`src/rtl/baw_hand_tracker.sv`:
```
// Per-round card-commit stage: validates each player's switch selection,
// enforces single use of every card per game and holds the committed cards.
module baw_hand_tracker #(
  parameter int NCARDS = 9,
  parameter int SW_W   = 16
) (
  input  logic              clk,
  input  logic              resetn,
  input  logic              new_game,
  input  logic              round_clear,
  input  logic              p1_commit,
  input  logic              p2_commit,
  input  logic [SW_W-1:0]   sw,
  output logic [3:0]        p1_handcard,
  output logic [3:0]        p2_handcard,
  output logic              p1_valid,
  output logic              p2_valid,
  output logic              p1_color,
  output logic              p2_color,
  output logic              both_ready,
  output logic              match_go,
  output logic [NCARDS-1:0] p1_used,
  output logic [NCARDS-1:0] p2_used,
  output logic [3:0]        p1_left,
  output logic [3:0]        p2_left,
  output logic              reject,
  output logic [1:0]        reject_code
);

  typedef enum logic {EMPTY = 1'b0, HELD = 1'b1} slotState_t;

  localparam logic [3:0] FULL_DECK = 4'(NCARDS);

  slotState_t        slotState [2];
  slotState_t        slotStateNext [2];
  logic [3:0]        hand [2];
  logic [3:0]        handNext [2];
  logic [NCARDS-1:0] used [2];
  logic [NCARDS-1:0] usedNext [2];
  logic [3:0]        left [2];
  logic [3:0]        leftNext [2];
  logic [1:0]        refuseCode [2];
  logic [1:0]        commit;
  logic              rejectReg, rejectNext;
  logic [1:0]        rejectCodeReg, rejectCodeNext;
  logic              bothPrev;
  logic              upperClear, oneHot;
  logic [NCARDS-1:0] selMask;
  logic [3:0]        selIdx;

  assign commit     = {p2_commit, p1_commit};
  assign selMask    = sw[NCARDS-1:0];
  assign upperClear = ((sw >> NCARDS) == '0);
  assign oneHot     = $onehot(selMask);

  always_comb begin
    selIdx = 4'd0;
    for (int i = 0; i < NCARDS; i++) begin
      if (selMask[i]) selIdx = 4'(i);
    end
  end

  // Next-state: new_game beats round_clear beats commits; a commit that
  // coincides with either clear is dropped without a reject.
  always_comb begin
    for (int p = 0; p < 2; p++) begin
      slotStateNext[p] = slotState[p];
      handNext[p]      = hand[p];
      usedNext[p]      = used[p];
      leftNext[p]      = left[p];
      refuseCode[p]    = 2'd0;
    end
    rejectNext     = 1'b0;
    rejectCodeNext = rejectCodeReg;

    if (new_game) begin
      for (int p = 0; p < 2; p++) begin
        slotStateNext[p] = EMPTY;
        handNext[p]      = 4'd0;
        usedNext[p]      = '0;
        leftNext[p]      = FULL_DECK;
      end
      rejectCodeNext = 2'd0;
    end else if (round_clear) begin
      for (int p = 0; p < 2; p++) begin
        slotStateNext[p] = EMPTY;
        handNext[p]      = 4'd0;
      end
    end else begin
      for (int p = 0; p < 2; p++) begin
        if (commit[p]) begin
          if (slotState[p] == HELD)            refuseCode[p] = 2'd3;
          else if (!upperClear || !oneHot)     refuseCode[p] = 2'd1;
          else if ((selMask & used[p]) != '0)  refuseCode[p] = 2'd2;
          else begin
            slotStateNext[p] = HELD;
            handNext[p]      = selIdx;
            usedNext[p]      = used[p] | selMask;
            leftNext[p]      = left[p] - 4'd1;
          end
        end
      end
      // Player 1's reason wins when both players are refused together.
      if (refuseCode[1] != 2'd0) rejectCodeNext = refuseCode[1];
      if (refuseCode[0] != 2'd0) rejectCodeNext = refuseCode[0];
      rejectNext = (refuseCode[0] != 2'd0) || (refuseCode[1] != 2'd0);
    end
  end

  always_ff @(posedge clk) begin
    if (!resetn) begin
      for (int p = 0; p < 2; p++) begin
        slotState[p] <= EMPTY;
        hand[p]      <= 4'd0;
        used[p]      <= '0;
        left[p]      <= FULL_DECK;
      end
      rejectReg     <= 1'b0;
      rejectCodeReg <= 2'd0;
      bothPrev      <= 1'b0;
    end else begin
      for (int p = 0; p < 2; p++) begin
        slotState[p] <= slotStateNext[p];
        hand[p]      <= handNext[p];
        used[p]      <= usedNext[p];
        left[p]      <= leftNext[p];
      end
      rejectReg     <= rejectNext;
      rejectCodeReg <= rejectCodeNext;
      bothPrev      <= both_ready;
    end
  end

  assign p1_handcard = hand[0];
  assign p2_handcard = hand[1];
  assign p1_valid    = (slotState[0] == HELD);
  assign p2_valid    = (slotState[1] == HELD);
  // Hand is zeroed whenever the slot empties, so bit 0 doubles as colour.
  assign p1_color    = hand[0][0];
  assign p2_color    = hand[1][0];
  assign both_ready  = p1_valid & p2_valid;
  assign match_go    = both_ready & ~bothPrev;
  assign p1_used     = used[0];
  assign p2_used     = used[1];
  assign p1_left     = left[0];
  assign p2_left     = left[1];
  assign reject      = rejectReg;
  assign reject_code = rejectCodeReg;

endmodule

```
`config.mk`:
```
export PLATFORM = sky130hd
export DESIGN_NAME = baw_hand_tracker
export DESIGN_NICKNAME = d
export VERILOG_FILES = /design/src/rtl/baw_hand_tracker.sv
export SDC_FILE = /design/constraint.sdc
export NUM_CORES = 1
export LEC_CHECK = 0
export ABC_CLOCK_PERIOD_IN_PS = 6390
export BUFFER_PORTS_ARGS = -buffer_cell sky130_fd_sc_hd__buf_2
export CORE_MARGIN = 2
export CORE_UTILIZATION = 25
export CTS_BUF_LIST = sky130_fd_sc_hd__clkbuf_2
export CTS_CLUSTER_SIZE = 30
export DETAILED_ROUTE_END_ITERATION = 6
export PLACE_DENSITY_LB_ADDON = 0.05
export SLEW_MARGIN = 20
export SYNTH_ARGS = -nofsm -noshare
export SYNTH_HDL_FRONTEND = slang
export SYNTH_SLANG_ARGS = --single-unit
export TNS_END_PERCENT = 10
```
`constraint.sdc`:
```
create_clock -name clk -period 6.39 [get_ports clk]
set_input_delay 1.278 -clock clk [delete_from_list [all_inputs] [get_ports clk]]
set_output_delay 1.278 -clock clk [all_outputs]
set_load 0.1 [all_outputs]
```
* Yosys cells after proc, flatten, opt, wreduce, memory -nomap -nowiden
Memory sizes are Yosys's and may differ from the RTL's.
Index checks and enable logic that the tools add are counted.
** Word-level totals
- Register bits :: 4
- Bits in latches :: 0
- RAM bits :: 36
- Memory bits (read-only) :: 0
- Output and inout port bits :: 43
- Memories kept :: 4
** Operators by class
- Add/subtract/negate cells :: 10
- Multipliers :: 0
- Div/mod/pow operators :: 0
- Order comparisons :: 0
- Eq/ne operators :: 1
- Shifts and indexed selects :: 0
- Mux-type cells :: 72
- Bitwise logic cells :: 17
- Reduce and logical (&&, ||, !) cells :: 13
** Memory list
- used :: depth 2, bits a word 9, read ports 2, clocked after memory_dff 0, wr ports 2, RTL line 38 : logic [NCARDS-1:0] used [2];
- hand :: depth 2, bits a word 4, read ports 2, clocked after memory_dff 0, wr ports 2, RTL line 36 : logic [3:0] hand [2];
- left :: depth 2, bits a word 4, read ports 2, clocked after memory_dff 0, wr ports 2, RTL line 40 : logic [3:0] left [2];
- slotState :: depth 2, bits a word 1, read ports 2, clocked after memory_dff 0, wr ports 2, RTL line 34 : slotState_t slotState [2];
** Operators by type and width (number)
- two-way mux 9 bit :: 10
- two-way mux 4 bit :: 22
- two-way mux 18 bit :: 2
- two-way mux 2 bit :: 18
- two-way mux 8 bit :: 4
- bitwise AND 9 bit :: 2
- bitwise OR 9 bit :: 2
- nonzero test 9 bit :: 2
- zero test 16 bit :: 1
- two-way mux 1 bit :: 13
- two-way mux 3 bit :: 3
- adder 1 x 1 -> 2 bit :: 4
- bitwise OR 1 bit :: 8
- subtractor 4 x 1 -> 4 bit, second input constant :: 2
- adder 2 x 2 -> 3 bit :: 2
- nonzero test 2 bit :: 3
- adder 3 x 3 -> 4 bit :: 1
- adder 4 x 1 -> 4 bit :: 1
- == test 4 x 1 -> 1 bit, second input constant :: 1
- inverter 1 bit :: 3
- OR reduction 3 bit :: 1
- bitwise AND 1 bit :: 2
- zero test 1 bit :: 2
- logical OR 1 bit :: 2
- other kinds (2) :: 2

* Longest topological paths before layout
Gate-level depths: netlist of the first run.
- Depth after elaboration :: 15
- Mapped depth :: 15
- Depth with buffers taken out :: 13

* Worst setup path after synthesis of the first run
Ideal clock, no wire load.
- Path type :: input-to-reg
- Start point :: input port sw[0]
- End point :: memory left[1][1], in the netlist left[0][5]
- Setup time :: 0.088 ns
- Arrival :: 4.908 ns
- Required time :: 6.302 ns
- Slack :: 1.394 ns
- Stages :: 15
- Cell sequence :: inv_1 fa_1 fa_1 fa_1 inv_1 fa_1 inv_1 fa_1 nand4bb_1 or4_1 buf_2 nor4_4 buf_6 a21oi_2 a311oi_2
** RTL lines
- start: declaration :: RTL line 13 : input logic [SW_W-1:0] sw,
- end: declaration :: RTL line 40

==> results of run 1 <==
power breakdown:
part / total (mW) / switching, mW / internal, mW
combinational: 0.0718 / 0.0482 / 0.0236
clock: 0.111 / 0.0847 / 0.0262
sequential: 0.251 / 0.000343 / 0.251
per-stage QoR:
stage | setup slack, ns | power (mW)
final | 1.34 | 0.434
after global routing | 1.17 | 0.461
after CTS | 1.36 | 0.444
after detailed placement | 0.913 | 0.329
after global placement | 0.973 | 0.328
after floorplan | 1.39 | 0.305
area by class of cell:
| class | instances | share of cell area |
|---|---|---|
| Multi-Input combinational cell | 152 | 0.428 |
| Sequential cell | 40 | 0.328 |
| Timing Repair Buffer | 67 | 0.140 |
| Tap cell | 102 | 0.0523 |
| Inverter | 24 | 0.0369 |
| Clock buffer | 6 | 0.0123 |
| Clock inverter | 1 | 0.00205 |
per-layer routing:
metal	global-route usage	share of wire
met5	0	0
met1	0.203	0.50
met2	0.208	0.43
met4	0.0411	0.0059
met3	0.0345	0.057
placed cells by master, fill, tap and decap left out, types with 3 or more instances in the layout:
cell       n
ha_1       4
nor2_1    29
nand2_1    8
a21oi_1   15
and3_1     3
mux2i_1    6
nand4_1    5
buf_4      3
a31oi_1   19
fa_1       5
dfxtp_1   40
a311oi_1   3
nor3_1     8
nand2b_1   4
a22oi_1    6
clkbuf_2   6
buf_2     64
inv_1     23
nand3b_1   4
state kept, by name, summed over array words and instances, names as in the netlist:
name         flops
hand             8
slotState        2
left             8
reject           1
used            18
bothPrev         1
reject_code      2
logic make-up after synthesis:
logic type                 after synthesis
AOI/OAI and AO/OA                       63
adders and majority gates                9
buffers and inverters                   39
DFF                                     40
muxes                                    6
and+or+nand+nor                         74
worst max-delay path, stage by stage:
cell	delay [ns]
buf_2	0.13
inv_1	0.07
fa_1	0.55
fa_1	0.43
fa_1	0.44
inv_1	0.08
fa_1	0.18
inv_1	0.06
fa_1	0.47
nand4bb_1	0.11
or4_1	0.62
nor4_4	0.31
buf_4	0.32
a21oi_2	0.10
a311oi_2	0.23
worst min path at each step:
stage | to | slack, ns
2_1_floorplan | hand[0][4] | 0.92
3_3_place_gp | hand[0][3] | 0.48
3_5_place_dp | hand[0][2] | 0.48
4_1_cts | hand[0][0] | 0.52
5_1_grt | hand[0][0] | 0.54
6_report | hand[0][0] | 0.50
==> summary.md, run 1 <==
| Metric | Value |
|---|---|
| Largest net degree at the start of global routing | 34 |
| Remaining DRCs | 0 |
| Reg-to-reg startpoint | used[0][8] |
| Count leader, synth | dfxtp_1 |
| Mux share of post-synthesis cell area | 0.0298 |
| Final Skew | 0.0183 ns |
| Placed cell areas | 0.00241 mm^2 |
| Synth top area cells | dfxtp_1, a31oi_1, nor2_1 |
| Post-Route WL | 6060 um |
| Min Tclk post-route | 5.05 ns |
| CTS clk-pin slew, worst paths | 0.21 ns |
| DRT iter0 DRCs | 94 |
| Count of inserted antenna diode cells | 0 |
| Worst min path class | reg2reg |
| Final antenna-violating net count | 0 |
| Yosys Warn Count | 0 |
| CP endpoint kind | flip-flop |
| Final core occ | 0.314 |
| Status | finished clean |
| Worst Path Arrival | 5.36 ns |
| Avg Vias per Cell | 4.82 |
| Gate Count Post-Synth | 231 |
| Seq/Total Area, Yosys | 0.397 |
| Crit path to | left[0][5] |
| Non-Filler Instances | 392 |
| Die W | 93.9 um |
| Die ar. | 0.00881 mm^2 |
| Final setup violation count | 0 |
| Max-slew headroom | 0.311 |
| Clock net sink count | 40 |
| Layout cells sized above 1 | 0.276 |
| First-pass GRT wire length | 9490 um |
| Fin nets | 321 |
| TritonCTS clock tree | yes |
| Max FO, Critical Path | 22 |
| Setup CP Type | in2reg |
| Synth Cell Area | 0.00202 mm^2 |
| Data required time of the worst path | 6.70 ns |
| Area leader, netlist | dfxtp_1 |
| Initial core utilization | 0.260 |
| Num ports | 65 |
| Vias in the first global route | 1,752 |
| Async SR Flop Fraction | 0 |
| Largest family of logic cells by synthesized area | compound AO/OA/AOI/OAI gates |
| Die Height | 93.9 um |
| Total core area | 0.00777 mm^2 |
| Least-Margin Pin Slew | 1.03 ns |
| Flops & latches, synth | 40 |
| XOR/XNOR Fraction of Synth Area | 0 |
| Placed Cells | 385 |
| PortBufs | 64 |
| Worst reg2reg endpoint | left[0][1] |
| Top cells by count, synth | dfxtp_1, nor2_1, inv_1 |
| Multi-input logic area | 0.00104 mm^2 |
| Pleak | 1.03 nW |
| Reg-to-reg setup timing slack | 4.05 ns |
| Final Max Slew Viols | 0 |
| Hpwl dp | 4430 um |
| Number of synthesized flops with an enable pin | 0 |
| Synth Flop Type | dfxtp_1 |
| Fillers | 867 |
| Reg2reg path depth | 6 |
| Synth Area per Inst | 8.74 um^2 |
| Final hold slack | 0.505 ns |
| Post-CTS Setup Repair Bufs | 0 |
| Detailed Routing Iterations Pass 1 | 4 |
| Final period util | 0.791 |
| Synth Area in Adders | 0.0744 |
| Total number of vias | 1,891 |
| Final instance area | 0.00244 mm^2 |
| Site row count | 32 |
| CTS buffer count | 5 |
| RSZ-0062 raised after global routing | false |
| Worst hold start | hand[0][0] |
| Setup tns final | 0 ns |
| Hold-fix buffers, CTS | 0 |
| CP startpoint kind | primary input |
| Syn nets | 262 |
| VDD IR max | 0.0642 mV |
| MaxCap Viol Count | 0 |
| Register Area | 801 um^2 |
| CTS root buf | clkbuf_2 |
| Routed wire length per instance | 15.5 um |
| Critical path launch point | sw[0] |
| GRT Util Overall | 0.141 |
| Pwr Density | 178 mW/mm^2 |
| Clk_lat worst skew | 0.39 ns |
| Final GP Congestion | 0.768 |
| Area Overhead vs Synth | 21.0% |
| Top-area cell type share of the netlist area | 0.397 |
| Synth Area in Compound Gates | 0.215 |
| Yosys cell types | 44 |
| Overflow after GRT | 0 |
| Final hold violation count | 0 |
| Worst hold path depth | 2 |
| CTS max path bufs | 2 |
| CTS H-tree depth | 2 |
| Fmax achieved | 198 MHz |
| Simple-Gate Fraction of Synth Area | 0.199 |
| Gates resized, CTS repair | 0 |
| Initial antenna violation count | 0 |
(Power assumes the default switching activity.)
==> run 2: changes to the inputs <==
--- a/config.mk
+++ b/config.mk
@@ -5,7 +5,7 @@
 export SDC_FILE = /design/constraint.sdc
 export NUM_CORES = 1
 export LEC_CHECK = 0
-export ABC_CLOCK_PERIOD_IN_PS = 6390
+export ABC_CLOCK_PERIOD_IN_PS = 5200
 export BUFFER_PORTS_ARGS = -buffer_cell sky130_fd_sc_hd__buf_2
 export CORE_MARGIN = 2
 export CORE_UTILIZATION = 25
==> constraint.sdc (replaced) <==
create_clock -name clk -period 5.2 [get_ports clk]
set_input_delay 1.04 -clock clk [delete_from_list [all_inputs] [get_ports clk]]
set_output_delay 1.04 -clock clk [all_outputs]
set_load 0.1 [all_outputs]
==> summary.md, run 2 (synthesis gave the netlist of run 1 again) <==
| Metric | Value |
|---|---|
| Worst hold start | hand[0][0] (unchanged) |
| VDD IR max | 0.101 mV (was 0.0642 mV) |
| Final setup violation count | 0 (unchanged) |
| Data required time of the worst path | 5.60 ns (was 6.70 ns) |
| Worst Path Arrival | 5.00 ns (was 5.36 ns) |
| Total number of vias | 1,925 (was 1,891) |
| CTS buffer count | 5 (unchanged) |
| Final core occ | 0.327 (was 0.314) |
| Setup tns final | 0 ns (unchanged) |
| Max FO, Critical Path | 6 (was 22) |
| Final hold violation count | 0 (unchanged) |
| Remaining DRCs | 0 (unchanged) |
| Die W | 93.9 um (unchanged) |
| Pwr Density | 241 mW/mm^2 (was 178 mW/mm^2) |
| Post-CTS Setup Repair Bufs | 0 (unchanged) |
| RSZ-0062 raised after global routing | false (unchanged) |
| CTS max path bufs | 2 (unchanged) |
| Overflow after GRT | 0 (unchanged) |
| CP startpoint kind | primary input (unchanged) |
| Critical path launch point | sw[0] (unchanged) |
| Final Skew | 0.0443 ns (was 0.0183 ns) |
| Largest register FFs | 18 (unchanged) |
| Clk_lat worst skew | 0.45 ns (was 0.39 ns) |
| Post-Route WL | 6320 um (was 6060 um) |
| Clock net sink count | 40 (unchanged) |
| MaxCap Viol Count | 0 (unchanged) |
| CTS clk-pin slew, worst paths | 0.29 ns (was 0.21 ns) |
| CTS H-tree depth | 2 (unchanged) |
| CP endpoint kind | flip-flop (unchanged) |
| GRT Util Overall | 0.151 (was 0.141) |
| Biggest register | used (unchanged) |
| Fmax achieved | 217 MHz |
| Setup CP Type | in2reg (unchanged) |
| Final period util | 0.885 |
| Least-Margin Pin Slew | 0.593 ns (was 1.03 ns) |
| CP most frequent cell | fa_1 (unchanged) |
| CTS root buf | clkbuf_2 (unchanged) |
| Top flop regs | used x18, hand x8, left x8 (unchanged) |
| Initial antenna violation count | 0 (unchanged) |
| Max-slew headroom | 0.605 (was 0.311) |
| First-pass GRT wire length | 10,100 um (was 9490 um) |
| Critical path's largest stage delay | 0.55 ns (was 0.62 ns) |
| Slowest cell on crit path | fa_1 (was or4_1) |
| Count of inserted antenna diode cells | 0 (unchanged) |
| Initial core utilization | 0.260 (unchanged) |
| Reg-to-reg startpoint | used[0][8] (unchanged) |
| PortBufs | 64 (unchanged) |
| Status | finished clean (unchanged) |
| DRT iter0 DRCs | 104 (was 94) |
| Most frequent cells in the layout | buf_2, dfxtp_1, nor2_1 (unchanged) |
| TritonCTS clock tree | yes (unchanged) |
| Worst-path cell chain | buf_2, inv_1, fa_1, fa_1, fa_1, inv_1, fa_1, inv_1, fa_1, nand4bb_1, or4_1, buf_4, o41ai_1, a21oi_1, a311oi_1 (was buf_2, inv_1, fa_1, fa_1, fa_1, inv_1, fa_1, inv_1, fa_1, nand4bb_1, or4_1, nor4_4, buf_4, a21oi_2, a311oi_2) |
| Die ar. | 0.00881 mm^2 (unchanged) |
| Final antenna-violating net count | 0 (unchanged) |
| Num ports | 65 (unchanged) |
| Avg Vias per Cell | 4.84 (was 4.82) |
| Routed wire length per instance | 15.9 um (was 15.5 um) |
| Detailed Routing Iterations Pass 1 | 4 (unchanged) |
| Final hold slack | 0.512 ns (was 0.505 ns) |
| Die Height | 93.9 um (unchanged) |
| Hold-fix buffers, CTS | 0 (unchanged) |
| Layout cells sized above 1 | 0.294 (was 0.276) |
| Hpwl dp | 4490 um (was 4430 um) |
| Most common library cell in the layout ignoring fill and taps | buf_2 (unchanged) |
| Min Tclk post-route | 4.60 ns |
| Largest net degree at the start of global routing | 24 (was 34) |
| Site row count | 32 (unchanged) |
| Total core area | 0.00777 mm^2 (unchanged) |
| Fin nets | 326 (was 321) |
| Final Max Slew Viols | 0 (unchanged) |
| Final GP Congestion | 0.831 (was 0.768) |
| Area Overhead vs Synth | 26.0% (was 21.0%) |
| Overall power | 0.612 mW (was 0.434 mW) |
| Pleak | 1.07 nW (was 1.03 nW) |
| Vias in the first global route | 1,882 (was 1,752) |
| Gates resized, CTS repair | 0 (unchanged) |
| Worst min path class | reg2reg (unchanged) |
run 2: cell count changes in the layout (fill, tap and decap cells not counted), sizes merged:
cell	previous run	this run
buf	67	72
bufinv	0	1
clkbuf	6	5
clkinv	2	1
clkinvlp	0	1
inv	23	24
run 2: area by class of cell:
| class | count | area (um^2) |
|---|---|---|
| clock buffers | 5 | 25.0 |
| clock inverters | 3 | 46.3 |
| fillers | 857 | 5230 |
| inverters | 24 | 90.1 |
| multi-input cells | 152 | 1050 |
| flip-flops and latches | 40 | 801 |
| well taps | 102 | 128 |
| repair buffers | 72 | 405 |
run 2: stage by stage:
stage	std cells	area (um^2)	setup slack, ns
after floorplan	231	2020	0.442
after global placement	390	2470	0.155
after detailed placement	390	2470	0.0965
after CTS	398	2540	0.582
after global routing	398	2540	0.481
final	398	2540	0.596
run 2: layer usage:
metal | routed length [um] | vias up | global-route usage
met5 | 0 | - | 0
met1 | 3150 | 907 | 0.214
met4 | 70 | 0 | 0.0423
li1 | - | 956 | -
met3 | 340 | 5 | 0.0353
met2 | 2760 | 57 | 0.229
run 2: worst max-delay path: cells and delay by family:
family	cells	cell delay [ns]
AND/OR/NAND/NOR	2	0.64
buffers and inverters	5	0.50
adder cells (fa/ha/maj)	5	2.09
AO/OA/AOI/OAI	3	0.73
run 2: report_power, final:
part | leakage [nW] | switching, mW | internal, mW
registers | 0.323 | 0.000456 | 0.309
clock network | 0.0396 | 0.127 | 0.0830
logic | 0.712 | 0.0608 | 0.0311
total | 1.07 | 0.189 | 0.423
run 2: path summary, 6_finish.rpt:
| check | cells after the start | slack [ns] | to |
|---|---|---|---|
| max | 15 | 0.60 | reject_code[0] |
| max reg2reg | 6 | 2.89 | left[0][1] |
| min reg2reg | 2 | 0.51 | hand[0][0] |
| min | 2 | 0.51 | hand[0][0] |
